--- config.mk ---
export PLATFORM = sky130hd
export DESIGN_NAME = scpad_beat_assembler
export DESIGN_NICKNAME = d
export VERILOG_FILES = /design/src/rtl/scpad_beat_assembler.sv
export SDC_FILE = /design/constraint.sdc
export NUM_CORES = 2
export LEC_CHECK = 0
export BUFFER_PORTS_ARGS = -buffer_cell sky130_fd_sc_hd__buf_2
export CAP_MARGIN = 10
export CELL_PAD_IN_SITES_DETAIL_PLACEMENT = 0
export CELL_PAD_IN_SITES_GLOBAL_PLACEMENT = 1
export CORE_ASPECT_RATIO = 0.5
export CORE_MARGIN = 4
export CORE_UTILIZATION = 30
export DETAILED_ROUTE_END_ITERATION = 7
export PLACE_DENSITY = 0.52
export SLEW_MARGIN = 15
export SYNTH_ARGS = -nofsm -noshare
export SYNTH_HDL_FRONTEND = slang
export SYNTH_SLANG_ARGS = --single-unit
--- constraint.sdc ---
create_clock -name clk -period 8.6 [get_ports clk]
set_clock_uncertainty 0.2 [all_clocks]
set_input_delay 1.72 -clock clk [delete_from_list [all_inputs] [get_ports clk]]
set_output_delay 1.72 -clock clk [all_outputs]
set_load 0.05 [all_outputs]
--- src/rtl/scpad_beat_assembler.sv ---
// Collects out-of-order DRAM response beats into full scratchpad rows.
// Rows are handed to the SRAM write port strictly in allocation order.
module scpad_beat_assembler #(
    parameter  int ELEM_BITS = 16,
    parameter  int NUM_COLS  = 32,
    parameter  int BUS_BITS  = 64,
    parameter  int NUM_SLOTS = 4,
    parameter  int ADDR_W    = 20,
    localparam int LANES     = BUS_BITS / ELEM_BITS,
    localparam int BEATS     = NUM_COLS / LANES,
    localparam int BEAT_W    = $clog2(BEATS),
    localparam int SLOT_W    = $clog2(NUM_SLOTS)
) (
    input  logic                          clk,
    input  logic                          n_rst,
    input  logic                          alloc_valid,
    output logic                          alloc_ready,
    input  logic [ADDR_W-1:0]             alloc_spad_addr,
    input  logic [BEAT_W:0]               alloc_num_beats,
    output logic [SLOT_W-1:0]             alloc_slot,
    input  logic                          res_valid,
    input  logic [SLOT_W+BEAT_W-1:0]      res_id,
    input  logic [LANES-1:0]              res_mask,
    input  logic [BUS_BITS-1:0]           res_rdata,
    output logic                          wr_valid,
    input  logic                          wr_ready,
    output logic [ADDR_W-1:0]             wr_spad_addr,
    output logic [NUM_COLS*ELEM_BITS-1:0] wr_wdata,
    output logic [NUM_COLS-1:0]           wr_valid_mask,
    output logic                          err_stray,
    output logic                          busy
);
    localparam int LANE_W = $clog2(LANES);
    localparam int COL_W  = $clog2(NUM_COLS);

    typedef enum logic [1:0] {S_FREE, S_FILL, S_READY} state_e;

    state_e                              st_q   [NUM_SLOTS];
    logic [ADDR_W-1:0]                   addr_q [NUM_SLOTS];
    logic [BEAT_W:0]                     nb_q   [NUM_SLOTS];
    logic [BEAT_W:0]                     cnt_q  [NUM_SLOTS];
    logic [BEATS-1:0]                    seen_q [NUM_SLOTS];
    logic [NUM_COLS-1:0][ELEM_BITS-1:0]  data_q [NUM_SLOTS];
    logic [NUM_COLS-1:0]                 mask_q [NUM_SLOTS];
    logic [SLOT_W-1:0]                   fifo_q [NUM_SLOTS];

    logic [SLOT_W-1:0] head_q, head_d, tail_q, tail_d;
    logic [SLOT_W:0]   qcnt_q, qcnt_d;
    logic              err_q, err_d;

    logic [SLOT_W-1:0] res_slot, head_slot;
    logic [BEAT_W-1:0] res_beat;
    logic              legal, alloc_fire, pop, found;

    assign res_slot  = res_id[SLOT_W+BEAT_W-1:BEAT_W];
    assign res_beat  = res_id[BEAT_W-1:0];
    assign head_slot = fifo_q[head_q];

    // Lowest-index free slot wins the grant.
    always_comb begin
        found      = 1'b0;
        alloc_slot = '0;
        busy       = 1'b0;
        for (int s = 0; s < NUM_SLOTS; s++) begin
            if (st_q[s] != S_FREE) busy = 1'b1;
            if (st_q[s] == S_FREE && !found) begin
                found      = 1'b1;
                alloc_slot = SLOT_W'(s);
            end
        end
    end

    assign alloc_ready   = found;
    assign alloc_fire    = alloc_valid && alloc_ready;
    assign legal         = res_valid && (st_q[res_slot] == S_FILL) &&
                           ({1'b0, res_beat} < nb_q[res_slot]) &&
                           !seen_q[res_slot][res_beat];
    assign wr_valid      = (qcnt_q != '0) && (st_q[head_slot] == S_READY);
    assign pop           = wr_valid && wr_ready;
    assign wr_spad_addr  = addr_q[head_slot];
    assign wr_wdata      = data_q[head_slot];
    assign wr_valid_mask = mask_q[head_slot];
    assign err_stray     = err_q;

    always_comb begin
        err_d  = res_valid && !legal;
        head_d = head_q;
        tail_d = tail_q;
        qcnt_d = qcnt_q;
        if (alloc_fire)
            tail_d = (tail_q == SLOT_W'(NUM_SLOTS - 1)) ? '0 : tail_q + 1'b1;
        if (pop)
            head_d = (head_q == SLOT_W'(NUM_SLOTS - 1)) ? '0 : head_q + 1'b1;
        if (alloc_fire && !pop)      qcnt_d = qcnt_q + 1'b1;
        else if (!alloc_fire && pop) qcnt_d = qcnt_q - 1'b1;
    end

    // Alloc, beat and pop always target slots in different states, so they never collide.
    always_ff @(posedge clk or negedge n_rst) begin
        if (!n_rst) begin
            for (int s = 0; s < NUM_SLOTS; s++) begin
                st_q[s]   <= S_FREE;
                addr_q[s] <= '0;
                nb_q[s]   <= '0;
                cnt_q[s]  <= '0;
                seen_q[s] <= '0;
                data_q[s] <= '0;
                mask_q[s] <= '0;
                fifo_q[s] <= '0;
            end
            head_q <= '0;
            tail_q <= '0;
            qcnt_q <= '0;
            err_q  <= 1'b0;
        end else begin
            head_q <= head_d;
            tail_q <= tail_d;
            qcnt_q <= qcnt_d;
            err_q  <= err_d;
            if (alloc_fire) begin
                st_q[alloc_slot]   <= S_FILL;
                addr_q[alloc_slot] <= alloc_spad_addr;
                nb_q[alloc_slot]   <= alloc_num_beats;
                cnt_q[alloc_slot]  <= '0;
                seen_q[alloc_slot] <= '0;
                data_q[alloc_slot] <= '0;
                mask_q[alloc_slot] <= '0;
                fifo_q[tail_q]     <= alloc_slot;
            end
            if (legal) begin
                for (int i = 0; i < LANES; i++) begin
                    if (res_mask[i]) begin
                        data_q[res_slot][COL_W'({res_beat, LANE_W'(i)})] <=
                            res_rdata[i*ELEM_BITS +: ELEM_BITS];
                        mask_q[res_slot][COL_W'({res_beat, LANE_W'(i)})] <= 1'b1;
                    end
                end
                seen_q[res_slot][res_beat] <= 1'b1;
                cnt_q[res_slot]            <= cnt_q[res_slot] + 1'b1;
                if (cnt_q[res_slot] + 1'b1 == nb_q[res_slot])
                    st_q[res_slot] <= S_READY;
            end
            if (pop) st_q[head_slot] <= S_FREE;
        end
    end
endmodule
* Yosys cells after proc, flatten, opt, wreduce, memory -nomap -nowiden
Index checks and enable logic that the tools add are counted. Widths: inputs -> output; s select.
Storage, ports and cells: bits in registers 2344, output and inout bits 570, logic and storage cells 388
Operators by class: mux-type cells 134, reduce and logical (&&, ||, !) cells 38, $add $sub $neg 5, bitwise operators 26, equal/unequal tests 5, magnitude comparators 20
Operator list (count):
- $mux 2048 | 9
- $bwmux 2048 | 4
- $demux 512 s2 | 5
- $and 2048x2048->2048 | 1
- $mux 512 | 4
- $not 2048->2048 | 1
- $mux 128 | 9
- $bmux 512 s2 | 1
- $or 128x128->128 | 4
- $mux 496 | 1
- $mux 480 | 1
- $mux 464 | 1
- $demux 32 s2 | 5
- $demux 16 s3 | 4
- $mux 32 | 6
- $and 128x128->128 | 1
- $not 128->128 | 1
- $mux 16 | 6
- $bwmux 80 | 1
- $bmux 32 s2 | 1
- $mux 8 | 8
- $mux 20 | 3
- $bmux 20 s2 | 1
- $demux 20 s2 | 1
- other kinds (47) | 149

* Logic depth before layout (Yosys ltp)
depth after elaboration 31, mapped depth 17, mapped depth without buffers 12

* Worst setup path before layout
No wires, ideal clock.
path kind input -> register, from in res_id[3], to reg data_q[1744] (netlist name), stages 17, arrival time 4.926 ns, required time 8.263 ns, setup slack 3.337 ns, buffers on the path 8, setup time 0.137 ns, cell sequence buf_2 > buf_2 > buf_4 > mux4_2 > inv_1 > ha_1 > o21ai_0 > a221oi_2 > a221oi_2 > and3_1 > buf_4 > buf_4 > buf_2 > nand3_1 > buf_4 > buf_6 > mux2i_1
Between the ends: word-level cells in the longest chain between the ends 14
Ends and longest elaborated chain:
- start, declared | line 22 | input logic [SLOT_W+BEAT_W-1:0] res_id,
- $not 2->3 (implied by the code) *
- $ge 3x3->1 (implied by the code) (tied with other cells) | line 133 | data_q[res_slot][COL_W'({res_beat, LANE_W'(i)})] <=
- $logic_and 1x1->1 (implied by the code) / $bwmux 2048 (equally long branches) | line 133
- $mux 480 (implied by the code) / $mux 2048 (equally long branches) | line 133, 132
- $demux 512 s2 / $mux 2048 (equally long branches) | line 133, 130
- $bwmux 2048 | line 133
- $mux 2048 | line 132 | if (res_mask[i]) begin
- $mux 2048 | line 130 | if (legal) begin
- $bwmux 2048 | line 133
- $mux 2048 | line 132
- $mux 2048 | line 130
- $bwmux 2048 | line 133
- $mux 2048 | line 132
- $mux 2048 * | line 130
- end signal, assigned by index | line 133
- end, declared | line 43 | logic [NUM_COLS-1:0][ELEM_BITS-1:0] data_q [NUM_SLOTS];
Mark *: on every way between the ends. The rest lies on a longest branch, timed or not. The select of a mux whose other input is x is not followed. A chain may end at the register's enable or synchronous reset.

* Worst setup path in the final report
from reg head_q[0], to out wr_wdata[111]
Between the ends: word-level cells in the longest chain between the ends 8
Ends and longest elaborated chain:
- start, declared | line 47 | logic [SLOT_W-1:0] head_q, head_d, tail_q, tail_d;
- start signal, assigned | line 111 | head_q <= '0;
- start signal, assigned | line 116 | head_q <= head_d;
- $not 2->3 (implied by the code) | line 57 | assign head_slot = fifo_q[head_q];
- $bmux 2 s2 | line 57
- $mux 2 (implied by the code) (2 in series) | line 57
- $not 2->3 (implied by the code) | line 81 | assign wr_wdata = data_q[head_slot];
- $bmux 512 s2 | line 81
- $mux 512 (implied by the code) (2 in series) | line 81
- end, declared | line 28 | output logic [NUM_COLS*ELEM_BITS-1:0] wr_wdata,
Every way passes these cells. The select of a mux whose other input is x is not followed.

==> impl.org <==
** GRT
- Entering global routing, the biggest net connects 156 pins.
- Met2 global-route usage :: 0.353
- Number of global-route vias before repair :: 74800
- The first global-routing pass estimated 581000 um of wire.
- Initial antenna violation count :: 59
- Met3 track demand over resource in global routing :: 0.0241
- For this run the aggregate overflow at the end of global routing stands at 0.
- met2 is the most crowded layer.
- Global routing usage on met1 :: 0.302
- Gr usage total :: 0.214

** Synth
- Synthesis-stage register bit count :: 2344
- During synthesis, Yosys emitted a total of 0 warnings.
- Number of synthesized flops with an enable pin :: 0
- Portion of synthesized cell area occupied by the leading cell type :: 0.548
- For this run, asynchronously set or reset flops after synthesis account for 1.00.
- Count of distinct cell types in the synthesized netlist :: 63
- In the post-synthesis netlist, the biggest area contributors are sky130_fd_sc_hd__dfrtp_1 (55%), sky130_fd_sc_hd__mux2i_1 (13%), sky130_fd_sc_hd__mux4_2 (12%), sky130_fd_sc_hd__nand2_1 (8.1%), sky130_fd_sc_hd__o21ai_0 (3.5%).
- Most frequently used flop master after synthesis :: sky130_fd_sc_hd__dfrtp_1
- Yosys top cell by area :: sky130_fd_sc_hd__dfrtp_1
- Synthesized net count :: 9273
- Number of standard cells after synthesis :: 9161
- Mean instance size in the synthesized netlist :: 11.7 um^2
- The share of the Yosys chip area taken by registers is 0.548.
- Synthesized area :: 107000 um^2

** STA
- Final number of hold-violating endpoints :: 0
- The routed design could run at a clock period as short as 6090 ps.
- Max_slew headroom :: 0.183
- Setup violations remaining at the end of the flow were counted as 0.
- For the pin with the worst max-slew slack, the measured transition is 1230 ps.
- Share of the clock period used by the worst path :: 0.708
- Final Max Slew Viols :: 0
- Timing would allow up to 164 MHz.
- Across all setup checks in the final design, the least slack found is 2510 ps.
- Setup repair after global routing missed its margin :: no
- Setup TNS :: 0 ps

** Floorplanning
- X dimension of the die :: 853 um
- The core region is 354000 um^2.
- Die height :: 430 um
- The floorplan has 154 rows.
- Initial core utilization :: 0.303
- I/O pin count :: 672
- The die covers 367000 um^2.

** Power and ir drop
- The worst-case IR drop observed on VDD is 0.000341 V.
- For this design the ratio of total power to cell area is 308 nW/um^2.
- For this design the static power due to leakage is 63.7 nW.

** Finish
- Number of cells in the finished layout apart from fillers :: 14400
- For this run, the share of the core covered by cells in the final layout is 0.348.
- Total number of nets in the final design :: 9550
- The finished cells cover 123000 um^2.
- Share of cells above drive strength 1 :: 0.206
- The layout has 35500 filler cells.
- Area growth, synth to finish :: 15.0%

** Place
- Port Buf Inserts :: 671
- At the end of routability-driven placement, the weighted congestion stood at 0.769.
- Once placement finished, the instance area stood at 115000 um^2.
- Timing analysis after detailed placement gives a worst setup slack of 2120 ps.
- Detailed Place HPWL :: 247000 um
- In this run, placement finished with an instance count of 14000.

** Min path
- In this run the most critical hold path is launched from mask_q[18].
- Worst hold path class :: reg -> reg
- Hold endpoint :: mask_q[18]
- Number of instances on the worst hold path :: 2

** Worst setup path
- Capturing element type of the critical path :: output pin
- Longest individual stage delay on the worst path :: 1060 ps
- Grouping stages by cell kind, the critical path spends the most delay in multiplexers.
- CP max stage cell :: sky130_fd_sc_hd__mux4_4
- Worst Reg2Reg Path Length in Cells :: 10
- The worst register-to-register path ends at data_q[789].
- Data on the critical path arrives at its endpoint at 4170 ps.
- Buffers plus inverters on the worst setup path :: 2
- Classification of the worst setup path :: reg -> out
- Traced cell by cell, the critical path runs through mux4_4 -> buf_12 -> mux4_2 -> buf_2.
- Sort of element at the start of the critical path :: flip-flop
- The startpoint identified for the worst register-to-register timing path is nb_q[1].
- For flop-to-flop paths, the worst setup slack is 4240 ps.
- CP Data Required Time :: 6680 ps
- In this run the worst setup path begins at head_q[0].
- Along the worst path, the maximum fanout reaches 97.

** Detailed routing
- The final route contains 72800 vias.
- The count of nets left with antenna violations once routing finished came out at 0.
- The first TritonRoute pass finished after 5 iterations.
- DRC violation count after routing :: 0
- After detailed routing, the average wire length per cell comes to 27.8 um.
- Via/cell ratio :: 5.05
- Summed over all layers, the routed wires come to 400000 um.
- Count of routing violations after the opening detailed-route iteration :: 5588

** Run status
- The run finished with clean final reports.

** Clock network
- Once the clock tree was built, the setup fixing pass inserted 0 buffers.
- The H-tree generated during clock tree synthesis spans 4 levels.
- Clock tree from TritonCTS :: yes
- CTS Buffer Depth :: 4
- Number of instances resized during post-cts repair :: 0
- The number of clock buffers added by TritonCTS is 243.
- Register clock-pin slew on the reported worst setup and hold paths :: 60 ps
- Clock root cell :: sky130_fd_sc_hd__clkbuf_16
- CTS sink cnt :: 2344
- Skew-Pair Late Insertion Delay :: 910 ps
- CTS Hold Bufs :: 0

** Run
- Max-cap violations in this run came to 0.
## synth_stat cells (27+ instances only)
master                     instances
sky130_fd_sc_hd__nor2_1           31
sky130_fd_sc_hd__and2_1           27
sky130_fd_sc_hd__clkbuf_1        636
sky130_fd_sc_hd__nand3_1         564
sky130_fd_sc_hd__buf_1            79
sky130_fd_sc_hd__nand2_1        2311
sky130_fd_sc_hd__nand4_1          54
sky130_fd_sc_hd__mux2i_1        1340
sky130_fd_sc_hd__buf_6            70
sky130_fd_sc_hd__inv_1            43
sky130_fd_sc_hd__o21ai_0         752
sky130_fd_sc_hd__clkinv_1         32
sky130_fd_sc_hd__buf_2            54
sky130_fd_sc_hd__buf_4            72
sky130_fd_sc_hd__dfrtp_1        2344
sky130_fd_sc_hd__mux4_2          574
## state kept, by name, summed over array words and instances, names as in the netlist
register   flops
err_stray      1
qcnt_q         3
mask_q       128
fifo_q         8
head_q         2
cnt_q         16
nb_q          16
seen_q        32
tail_q         2
addr_q        80
data_q      2048
st_q           8
## kinds of logic (layout without fill, tap and decap cells)
family / after synthesis / in the layout / synth area share
XOR/XNOR: 10 / 10 / 0.000888
AND/OR/NAND/NOR: 3064 / 3064 / 0.119
adder cells (fa/ha/maj): 10 / 10 / 0.00124
multiplexers: 1932 / 1932 / 0.248
flip-flops: 2344 / 2344 / 0.548
other: 0 / 28 / 0
AO/OA/AOI/OAI: 815 / 815 / 0.0407
buffers and inverters: 986 / 1455 / 0.0426
## worst max path at each step
| stage | to | cells past startpoint |
|---|---|---|
| floorplan | data_q[1744] | 17 |
| global placement | data_q[1310] | 11 |
| detailed placement | data_q[1296] | 11 |
| CTS | wr_valid_mask[3] | 5 |
| global route | wr_wdata[119] | 5 |
| finish | wr_wdata[111] | 4 |
## power by group
group | internal (W) | leakage [nW] | switching [W]
combinational | 0.00421 | 27.3 | 0.00903
clock | 0.00644 | 4.07 | 0.00476
sequential | 0.0126 | 32.4 | 0.000860
total | 0.0233 | 63.7 | 0.0147
## worst min-delay path: cells and delay by family (launching register included)
| kind | cells | cell delay (ps) |
|---|---|---|
| flip-flops | 1 | 340 |
| AND/OR/NAND/NOR | 2 | 100 |
## placed cells by master, fill, tap and decap left out, types with 12 or more instances in the layout
master and count:
sky130_fd_sc_hd__dfrtp_1 2344, sky130_fd_sc_hd__nand2_1 2310, sky130_fd_sc_hd__mux2i_1 1339, sky130_fd_sc_hd__o21ai_0 752, sky130_fd_sc_hd__buf_2 670, sky130_fd_sc_hd__mux4_2 573
sky130_fd_sc_hd__nand3_1 563, sky130_fd_sc_hd__clkbuf_16 247, sky130_fd_sc_hd__buf_4 234, sky130_fd_sc_hd__clkbuf_8 56, sky130_fd_sc_hd__nand4_1 54, sky130_fd_sc_hd__clkinv_2 53
sky130_fd_sc_hd__clkbuf_1 49, sky130_fd_sc_hd__buf_12 39, sky130_fd_sc_hd__inv_1 35, sky130_fd_sc_hd__diode_2 28, sky130_fd_sc_hd__nor2_1 28, sky130_fd_sc_hd__clkinv_1 28
sky130_fd_sc_hd__and2_1 26, sky130_fd_sc_hd__bufinv_16 24, sky130_fd_sc_hd__a32o_1 21, sky130_fd_sc_hd__a21o_1 21, sky130_fd_sc_hd__mux2_2 15, sky130_fd_sc_hd__and3_1 13
sky130_fd_sc_hd__inv_2 12, sky130_fd_sc_hd__nor4b_2 12
## layout make-up
class	instances	area (um^2)	share of cell area
clock buffers	352	7140	0.0580
diodes	28	70.1	0.000569
repair buffers	943	5890	0.0478
multi-input cells	5831	44100	0.358
inverters	75	282	0.00229
well taps	4758	5950	0.0484
clock inverters	85	1060	0.00863
flip-flops and latches	2344	58700	0.476
## layer usage
layer / wire, um / vias to the layer above
li1: - / 32300
met1: 181000 / 38700
met2: 192000 / 1334
met3: 14600 / 463
met4: 11800 / 0
met5: 0 / -
## metrics by stage
| stage | total power (W) | hold WS (ps) |
|---|---|---|
| 2_1_floorplan | 0.0227 | 233 |
| 3_3_place_gp | 0.0272 | 246 |
| 3_5_place_dp | 0.0273 | 254 |
| 4_1_cts | 0.0386 | 269 |
| 5_1_grt | 0.0398 | 281 |
| 6_report | 0.0379 | 265 |
(Power assumes the default switching activity.)
